## config.mk

```make
export PLATFORM = sky130hd
export DESIGN_NAME = wave_pattern_gen
export DESIGN_NICKNAME = d
export VERILOG_FILES = /design/src/rtl/wave_pattern_gen.sv
export SDC_FILE = /design/constraint.sdc
export NUM_CORES = 1
export LEC_CHECK = 0
export BUFFER_PORTS_ARGS = -buffer_cell sky130_fd_sc_hd__buf_2
export CORE_MARGIN = 3
export CORE_UTILIZATION = 45
export CTS_CLUSTER_SIZE = 28
export DETAILED_ROUTE_END_ITERATION = 10
export GPL_ROUTABILITY_DRIVEN = 0
export PLACE_DENSITY_LB_ADDON = 0.25
export SETUP_SLACK_MARGIN = 0.02
export SYNTH_ARGS = -nofsm -noshare
export SYNTH_HDL_FRONTEND = slang
export SYNTH_SLANG_ARGS = --single-unit
```

## constraint.sdc

```tcl
create_clock -name CLK -period 8 [get_ports CLK]
set_input_delay 1.6 -clock CLK [delete_from_list [all_inputs] [get_ports CLK]]
set_output_delay 1.6 -clock CLK [all_outputs]
set_load 0.02 [all_outputs]
```

## src/rtl/wave_pattern_gen.sv

```systemverilog
// Stepped triangle/sawtooth/square sample generator standing in for the ADC on the measurement datapath.
// First sample one edge after EN is seen in IDLE; no backpressure, each sample lasts max(HOLD,1) cycles.
module wave_pattern_gen #(
  parameter int HOLD_W  = 16,
  parameter int NSTEP_W = 8
) (
  input  logic               CLK,
  input  logic               RSTB,
  input  logic               EN,
  input  logic [1:0]         MODE,
  input  logic [11:0]        BASE,
  input  logic [11:0]        STEP,
  input  logic [NSTEP_W-1:0] NSTEPS,
  input  logic [HOLD_W-1:0]  HOLD,
  output logic [11:0]        DATA_OUT,
  output logic               DATA_VALID,
  output logic               PERIOD_START,
  output logic [15:0]        PERIOD_CNT,
  output logic               BUSY
);

  localparam logic [1:0] S_IDLE = 2'd0;
  localparam logic [1:0] S_UP   = 2'd1;
  localparam logic [1:0] S_DOWN = 2'd2;

  localparam logic [1:0] M_SAW = 2'd1;
  localparam logic [1:0] M_SQR = 2'd2;

  localparam int SUM_W = 12 + NSTEP_W + 1;

  logic [1:0]         state;
  logic [NSTEP_W-1:0] k;
  logic [HOLD_W-1:0]  hold_cnt;

  logic [1:0]         sh_mode;
  logic [11:0]        sh_base;
  logic [11:0]        sh_step;
  logic [NSTEP_W-1:0] sh_nsteps;
  logic [HOLD_W-1:0]  sh_hold;

  logic [1:0]         nxt_state;
  logic [NSTEP_W-1:0] nxt_k;
  logic               nxt_ps;
  logic [NSTEP_W-1:0] sample_idx;
  logic [SUM_W-1:0]   sum;
  logic [11:0]        sample;
  logic [HOLD_W-1:0]  hold_max;
  logic               hold_done;

  assign hold_max  = (sh_hold == '0) ? HOLD_W'(1) : sh_hold;
  assign hold_done = (hold_cnt >= hold_max);

  // Next step position; nxt_ps marks the first sample of a new period.
  always_comb begin
    nxt_state = state;
    nxt_k     = k;
    nxt_ps    = 1'b0;
    if (sh_nsteps == '0) begin
      nxt_state = S_UP;
      nxt_k     = '0;
      nxt_ps    = 1'b1;
    end else begin
      case (sh_mode)
        M_SAW: begin
          if (k == sh_nsteps) begin
            nxt_k  = '0;
            nxt_ps = 1'b1;
          end else begin
            nxt_k = k + NSTEP_W'(1);
          end
        end
        M_SQR: begin
          // k counts steps within the current half-period here
          if (k == sh_nsteps - NSTEP_W'(1)) begin
            nxt_k = '0;
            if (state == S_UP) begin
              nxt_state = S_DOWN;
            end else begin
              nxt_state = S_UP;
              nxt_ps    = 1'b1;
            end
          end else begin
            nxt_k = k + NSTEP_W'(1);
          end
        end
        default: begin
          if (state == S_UP) begin
            if (k != sh_nsteps) begin
              nxt_k = k + NSTEP_W'(1);
            end else if (sh_nsteps == NSTEP_W'(1)) begin
              nxt_k  = '0;
              nxt_ps = 1'b1;
            end else begin
              nxt_state = S_DOWN;
              nxt_k     = sh_nsteps - NSTEP_W'(1);
            end
          end else begin
            if (k == NSTEP_W'(1)) begin
              nxt_state = S_UP;
              nxt_k     = '0;
              nxt_ps    = 1'b1;
            end else begin
              nxt_k = k - NSTEP_W'(1);
            end
          end
        end
      endcase
    end
  end

  always_comb begin
    sample_idx = nxt_k;
    if (sh_mode == M_SQR) begin
      sample_idx = (nxt_state == S_DOWN) ? sh_nsteps : '0;
    end
    sum    = SUM_W'(sh_base) + SUM_W'(sample_idx) * SUM_W'(sh_step);
    sample = (|sum[SUM_W-1:12]) ? 12'hFFF : sum[11:0];
  end

  always_ff @(posedge CLK or negedge RSTB) begin
    if (!RSTB) begin
      state        <= S_IDLE;
      k            <= '0;
      hold_cnt     <= '0;
      sh_mode      <= '0;
      sh_base      <= '0;
      sh_step      <= '0;
      sh_nsteps    <= '0;
      sh_hold      <= '0;
      DATA_OUT     <= '0;
      DATA_VALID   <= 1'b0;
      PERIOD_START <= 1'b0;
      PERIOD_CNT   <= '0;
      BUSY         <= 1'b0;
    end else if (state == S_IDLE) begin
      DATA_VALID   <= 1'b0;
      PERIOD_START <= 1'b0;
      if (EN) begin
        sh_mode      <= MODE;
        sh_base      <= BASE;
        sh_step      <= STEP;
        sh_nsteps    <= NSTEPS;
        sh_hold      <= HOLD;
        DATA_OUT     <= BASE;
        DATA_VALID   <= 1'b1;
        PERIOD_START <= 1'b1;
        k            <= '0;
        hold_cnt     <= HOLD_W'(1);
        state        <= S_UP;
        BUSY         <= 1'b1;
      end
    end else if (!EN) begin
      state        <= S_IDLE;
      BUSY         <= 1'b0;
      DATA_VALID   <= 1'b0;
      PERIOD_START <= 1'b0;
    end else if (hold_done) begin
      state        <= nxt_state;
      k            <= nxt_k;
      DATA_OUT     <= sample;
      DATA_VALID   <= 1'b1;
      PERIOD_START <= nxt_ps;
      hold_cnt     <= HOLD_W'(1);
      if (nxt_ps) begin
        PERIOD_CNT <= PERIOD_CNT + 16'd1;
      end
    end else begin
      hold_cnt     <= hold_cnt + HOLD_W'(1);
      DATA_VALID   <= 1'b0;
      PERIOD_START <= 1'b0;
    end
  end

endmodule

```

==> impl_metrics.json, run 1 <==
{
  "status": "complete, no violations",
  "fill_cells": 1995,
  "wl_per_cell_um": 17.0,
  "power.switching_mw": 1.93,
  "drtIter0Drc": 453,
  "die_area_mm2": 0.0237,
  "synth_edf_count": 0,
  "fp.dieH_um": 154,
  "synth_warnings": 0,
  "yosys.area.top_type": "dfrtp_1",
  "hp-class": "reg -> reg",
  "worst_slew_pin_slew_ns": 0.814,
  "initial_core_util_pct": 46.2,
  "worstPathRequired_ns": 8.24,
  "core_mm2": 0.0213,
  "synth_area_per_cell_um2": 8.84,
  "h-tree-depth": 3,
  "whs_path_depth": 1,
  "ant_nets": 0,
  "synth_seq_cells": 107,
  "min_period_ns": 7.67,
  "drive_above_1_share_pct": 16.5,
  "clkSinkCount": 107,
  "intPower_mw": 2.06,
  "fin_nets": 1381,
  "cts.clk_slew.worst_paths_ns": 0.09,
  "synth_cell_types": 71,
  "cp.arrival_ns": 7.92,
  "cts_buffers": 9,
  "syn_to_final_growth_pct": 12.5,
  "period_share_pct": 95.9,
  "finalSetupViolations": 0,
  "path_class": "reg -> reg",
  "dr.pass1.iters": 5,
  "power_frac_comb_pct": 71.7,
  "globalRouteOverflowTotal": 0,
  "cp_max_fo": 8,
  "core.rowCount": 53,
  "grt_pass1_vias": 7866,
  "cp-start-kind": "register",
  "grt_max_degree": 62,
  "hpwl_um": 19100,
  "hold_violations": 0,
  "wl_um": 24900,
  "clock_path_buffers": 2,
  "cts.hold.buffers_added": 0,
  "skew_ns": 0.0136,
  "dr_total_vias": 8020,
  "syn_area_mm2": 0.00984,
  "synth_area_leaders": "dfrtp_1, fa_1, ha_1",
  "slew-limit-headroom_pct": 45.7,
  "synthCells": 1113,
  "antenna_found_initial": 0,
  "grt_pass1_wl_um": 40300,
  "end_kind": "register",
  "synth_ff_type": "dfrtp_1",
  "synth_nets": 1310,
  "yosysSeqAreaShare_pct": 27.2,
  "timing.fmax_ghz": 0.130,
  "ios": 84,
  "worst_r2r_path_depth": 27,
  "clk_latency_ns": 0.37,
  "track_usage_pct": 20.9,
  "maxSlewViolCount": 0,
  "cts_root_buf": "clkbuf_16",
  "cap_violations": 0,
  "swShare_pct": 48.4,
  "seqPwrFrac_pct": 16.7,
  "async_flop_share_pct": 100,
  "irDropWorstVdd_mv": 0.341,
  "post_dp_cell_area_mm2": 0.0105,
  "power_density_mw_per_mm2": 360,
  "timing.hold.ws_ns": 0.465,
  "die_x_um": 154,
  "cts_tree": "yes",
  "p_leak_nw": 5.34,
  "yosysTopAreaCellShare_pct": 27.2,
  "drc": 0,
  "io_buffers": 83,
  "antenna_cells": 0,
  "clkPwrFrac_pct": 11.7,
  "drt-vias-per-instance": 5.48,
  "design_area_mm2": 0.0111
}
cell type report:
type	count	area, um^2	share of cell area, %
Multi-Input combinational cell	810	6550	59.1
Sequential cell	107	2680	24.2
Timing Repair Buffer	115	671	6.06
Inverter	141	529	4.78
Tap cell	275	344	3.11
Clock buffer	9	225	2.03
Clock inverter	7	75.1	0.678
state kept, by name, summed over array words and instances (netlist names):
name,count
PERIOD_CNT,16
hold_cnt,16
sh_hold,16
DATA_OUT,12
sh_base,12
sh_step,12
k,8
sh_nsteps,8
sh_mode,2
state,2
BUSY,1
DATA_VALID,1
PERIOD_START,1
synth_stat cells, types with 11 or more instances:
cell and instances:
ha_1 72, xnor2_1 28, dfrtp_1 107, and2_1 25
nor2b_1 26, clkbuf_1 35, mux2_2 23, a21o_1 11
nor2_1 33, nand3b_1 15, nand2_1 128, inv_1 141
xor2_1 22, and3_1 21, a21oi_1 47, nand3_1 31
nor3_1 30, o21ai_0 90, fa_1 72, nand2b_1 17
logic make-up after synthesis:
family | synth area share [%]
adder cells (fa/ha/maj) | 23.8
flip-flops | 27.2
buffers and inverters | 8.07
AND/OR/NAND/NOR | 19.2
multiplexers | 2.99
XOR/XNOR | 4.45
AO/OA/AOI/OAI | 14.3
metrics by stage:
step | total power, mW | TNS, ns | cells | utilization [%] | worst slack (ns)
2_1_floorplan | 2.75 | 0 | 1113 | - | 0.500
5_1_grt | 4.43 | -0.187 | 1464 | 52.0 | -0.0371
4_1_cts | 3.85 | 0 | 1454 | 50.8 | 0.0770
3_3_place_gp | 3.34 | 0 | 1438 | 49.4 | 0.317
3_5_place_dp | 3.36 | 0 | 1438 | 49.4 | 0.0572
6_report | 3.99 | 0 | 1464 | 52.0 | 0.326
what timing repair did:
item / CTS / global route
setup endpoints to repair: 3 / 12
pin swaps: 0 / 9
setup buffers: 0 / 9
gates resized for setup: 1 / 31
gates cloned: 0 / 1
critical path: stages, from the launching register on:
cell and delay, ns:
dfrtp_2 0.44, inv_2 0.10, ha_2 0.20, nor3b_4 0.22, xor2_1 0.10, or3_1 0.42, nor4_4 0.43, mux2_4 0.36
a21oi_4 0.32, a32oi_2 0.19, nand2b_4 0.18, fa_1 0.53, fa_1 0.55, inv_1 0.06, fa_1 0.53, inv_1 0.05
fa_1 0.52, inv_1 0.06, ha_4 0.25, a21o_1 0.18, a31o_2 0.23, o31a_1 0.30, a2111oi_4 0.39, or3_1 0.16
nand4_1 0.13, nor4_4 0.33, buf_4 0.21, a21oi_1 0.07
power by group through the flow:
stage | Clock, mW | Combinational (mW) | Sequential, mW
2_1_floorplan | 0 | 2.09 | 0.653
3_3_place_gp | 0 | 2.67 | 0.672
3_5_place_dp | 0 | 2.69 | 0.673
4_1_cts | 0.475 | 2.71 | 0.663
5_1_grt | 0.494 | 3.26 | 0.673
6_report | 0.465 | 2.86 | 0.664
final timing paths:
kind                                start             end  slack, ns
max                          sh_nsteps[0]     DATA_OUT[9]       0.33
min                        PERIOD_CNT[15]  PERIOD_CNT[15]       0.47
max reg2reg                  sh_nsteps[0]     DATA_OUT[9]       0.33
min reg2reg                PERIOD_CNT[15]  PERIOD_CNT[15]       0.47
max in group asynchronous            RSTB     hold_cnt[9]       5.48
min in group asynchronous            RSTB   PERIOD_CNT[9]       1.24
per-layer routing:
layer	part of all wire [%]	wire (um)	up-vias	GRT usage (%)
li1	-	-	3882	-
met1	45	11300	3891	29.2
met2	48	12100	205	34.2
met3	3.6	892	42	1.97
met4	2.8	694	0	7.57
met5	0	0	-	0
cells in the final DEF (no fill, tap or decap), drive strengths merged, types with 4 or more instances in the layout:
cell	instances
inv	145
nand2	128
buf	115
dfrtp	107
o21ai	91
fa	72
ha	72
a21oi	49
nor2	33
nand3	31
nor3	31
xnor2	28
nor2b	26
and2	25
mux2	24
xor2	22
and3	21
nand2b	18
nand3b	15
a21o	11
clkbuf	9
nor4	9
nand4	8
a31o	7
or3	6
o211a	6
a31oi	6
o22ai	4
or2	4
or4	4
nor3b	4
Power figures use the tool's default switching activity.
==> run 2, diff against run 1 <==
--- a/config.mk
+++ b/config.mk
@@ -6,8 +6,8 @@
 export NUM_CORES = 1
 export LEC_CHECK = 0
 export BUFFER_PORTS_ARGS = -buffer_cell sky130_fd_sc_hd__buf_2
-export CORE_MARGIN = 3
-export CORE_UTILIZATION = 45
+export CORE_MARGIN = 2
+export CORE_UTILIZATION = 50
 export CTS_CLUSTER_SIZE = 28
 export DETAILED_ROUTE_END_ITERATION = 10
 export GPL_ROUTABILITY_DRIVEN = 0
==> impl_metrics.json, run 2 (synthesis gave the netlist of run 1 again) <==
{
  "status": "complete, no violations",
  "finalSetupViolations": 0,
  "slew-limit-headroom_pct": 23.7,
  "initial_core_util_pct": 50.7,
  "drc": 0,
  "cts.clk_slew.worst_paths_ns": 0.08,
  "grt_max_degree": 66,
  "pre_cts_slack_ns": 0.0142,
  "core_mm2": 0.0194,
  "grt_pass1_vias": 7924,
  "core.rowCount": 51,
  "io_buffers": 83,
  "wl_um": 24400,
  "slowest_delay_ns": 0.53,
  "globalRouteOverflowTotal": 0,
  "wl_per_cell_um": 16.8,
  "syn_to_final_growth_pct": 12.8,
  "hold_start": "PERIOD_CNT[15]",
  "cts_buffers": 9,
  "cts.hold.buffers_added": 0,
  "fp.dieH_um": 144,
  "r2r-start": "sh_nsteps[0]",
  "h-tree-depth": 3,
  "end_kind": "register",
  "clock_path_buffers": 2,
  "r2r-end": "DATA_OUT[6]",
  "skew_ns": 0.0150,
  "hold_path_end": "PERIOD_CNT[15]",
  "cts_tree": "yes",
  "drtIter0Drc": 477,
  "design_area_mm2": 0.0111,
  "p_leak_nw": 5.35,
  "cp_max_fo": 6,
  "hpwl_um": 18600,
  "reg_top3": "PERIOD_CNT x16, hold_cnt x16, sh_hold x16",
  "antenna_found_initial": 1,
  "final_cell_mix": "inv_1, nand2_1, dfrtp_1",
  "timing.fmax_ghz": 0.130,
  "final_common_cell": "inv_1",
  "antenna_cells": 0,
  "fin_nets": 1383,
  "period_share_pct": 96.1,
  "cap_violations": 0,
  "r2r_setup_slack_ns": 0.31,
  "hp-class": "reg -> reg",
  "grt_pass1_wl_um": 40300,
  "final_util_pct": 57.2,
  "die_x_um": 144,
  "irDropWorstVdd_mv": 0.350,
  "fin_cells": 1456,
  "die_area_mm2": 0.0208,
  "top_layer_used": "met4",
  "wl_met1_um": 10900,
  "worst_slew_pin_slew_ns": 1.13,
  "dr_wl_met3_um": 1110,
  "cp-start-kind": "register",
  "path_class": "reg -> reg",
  "dr_total_vias": 8162,
  "route.met2.wl_um": 11900,
  "setup_ws_ns": 0.308,
  "slowest_stage": "fa_1",
  "ios": 84,
  "worstPathRequired_ns": 8.24,
  "drive_above_1_share_pct": 16.8,
  "power_density_mw_per_mm2": 359,
  "cp.arrival_ns": 7.93,
  "whs_path_depth": 1,
  "cts_root_buf": "clkbuf_16",
  "ant_nets": 0,
  "min_period_ns": 7.69,
  "maxSlewViolCount": 0,
  "worst_r2r_path_depth": 31,
  "dr.pass1.iters": 5,
  "drt-vias-per-instance": 5.61,
  "dp.cells": 1426,
  "clkSinkCount": 107,
  "track_usage_pct": 24.5,
  "clk_latency_ns": 0.37,
  "hold_violations": 0,
  "post_dp_cell_area_mm2": 0.0105
}
[run 2: worst max-delay path by stage]
stage / depth (start not counted) / startpoint / to / slack (ns)
floorplan: 28 / sh_nsteps[0] / DATA_OUT[8] / 0.50
global placement: 26 / sh_nsteps[0] / DATA_OUT[8] / 0.26
detailed placement: 26 / sh_nsteps[0] / DATA_OUT[8] / 0.01
CTS: 26 / sh_nsteps[0] / DATA_OUT[8] / 0.07
global route: 28 / sh_nsteps[0] / DATA_OUT[6] / -0.02
finish: 31 / sh_nsteps[0] / DATA_OUT[6] / 0.31
[run 2: critical path: cells and delay by family (launching register included)]
| kind | cells | cell delay, ns |
|---|---|---|
| compound gates | 7 | 1.59 |
| xor+xnor | 1 | 0.11 |
| fa+ha+maj | 6 | 2.47 |
| buf+inv | 9 | 1.06 |
| flops | 1 | 0.47 |
| simple gates | 8 | 1.86 |
[run 2: metal layers]
| metal | vias to the layer above | track usage [%] |
|---|---|---|
| met5 | - | 0 |
| met4 | 0 | 8.64 |
| met3 | 45 | 2.68 |
| met2 | 226 | 41.2 |
| met1 | 4003 | 33.0 |
| li1 | 3888 | - |
[run 2: cell type report]
class / count / area, um^2
Fill cell: 1802 / 8300
Multi-Input combinational cell: 810 / 6550
Sequential cell: 107 / 2690
Timing Repair Buffer: 117 / 698
Inverter: 141 / 534
Tap cell: 265 / 332
Clock buffer: 10 / 239
Clock inverter: 6 / 67.6
[run 2: power by group]
part	switching [mW]	total, mW	internal [mW]
Sequential	0.0682	0.664	0.595
Clock	0.238	0.468	0.230
Combinational	1.61	2.86	1.25
Total	1.92	3.99	2.07
[run 2: repair_timing]
action | 4_1_cts | 5_1_grt
gates resized for setup | 1 | 40
endpoints found under the setup margin | 2 | 12
cloned | 0 | 1
pin swaps | 0 | 9
setup buffers | 0 | 13
[run 2: through the flow]
step                      TNS, ns  hold slack (ns)  power [mW]
after floorplan                 0            0.459        2.75
after global placement          0            0.456        3.32
after detailed placement        0            0.461        3.34
after CTS                       0            0.472        3.84
after global routing      -0.0513            0.499        4.42
final                           0            0.463        3.99
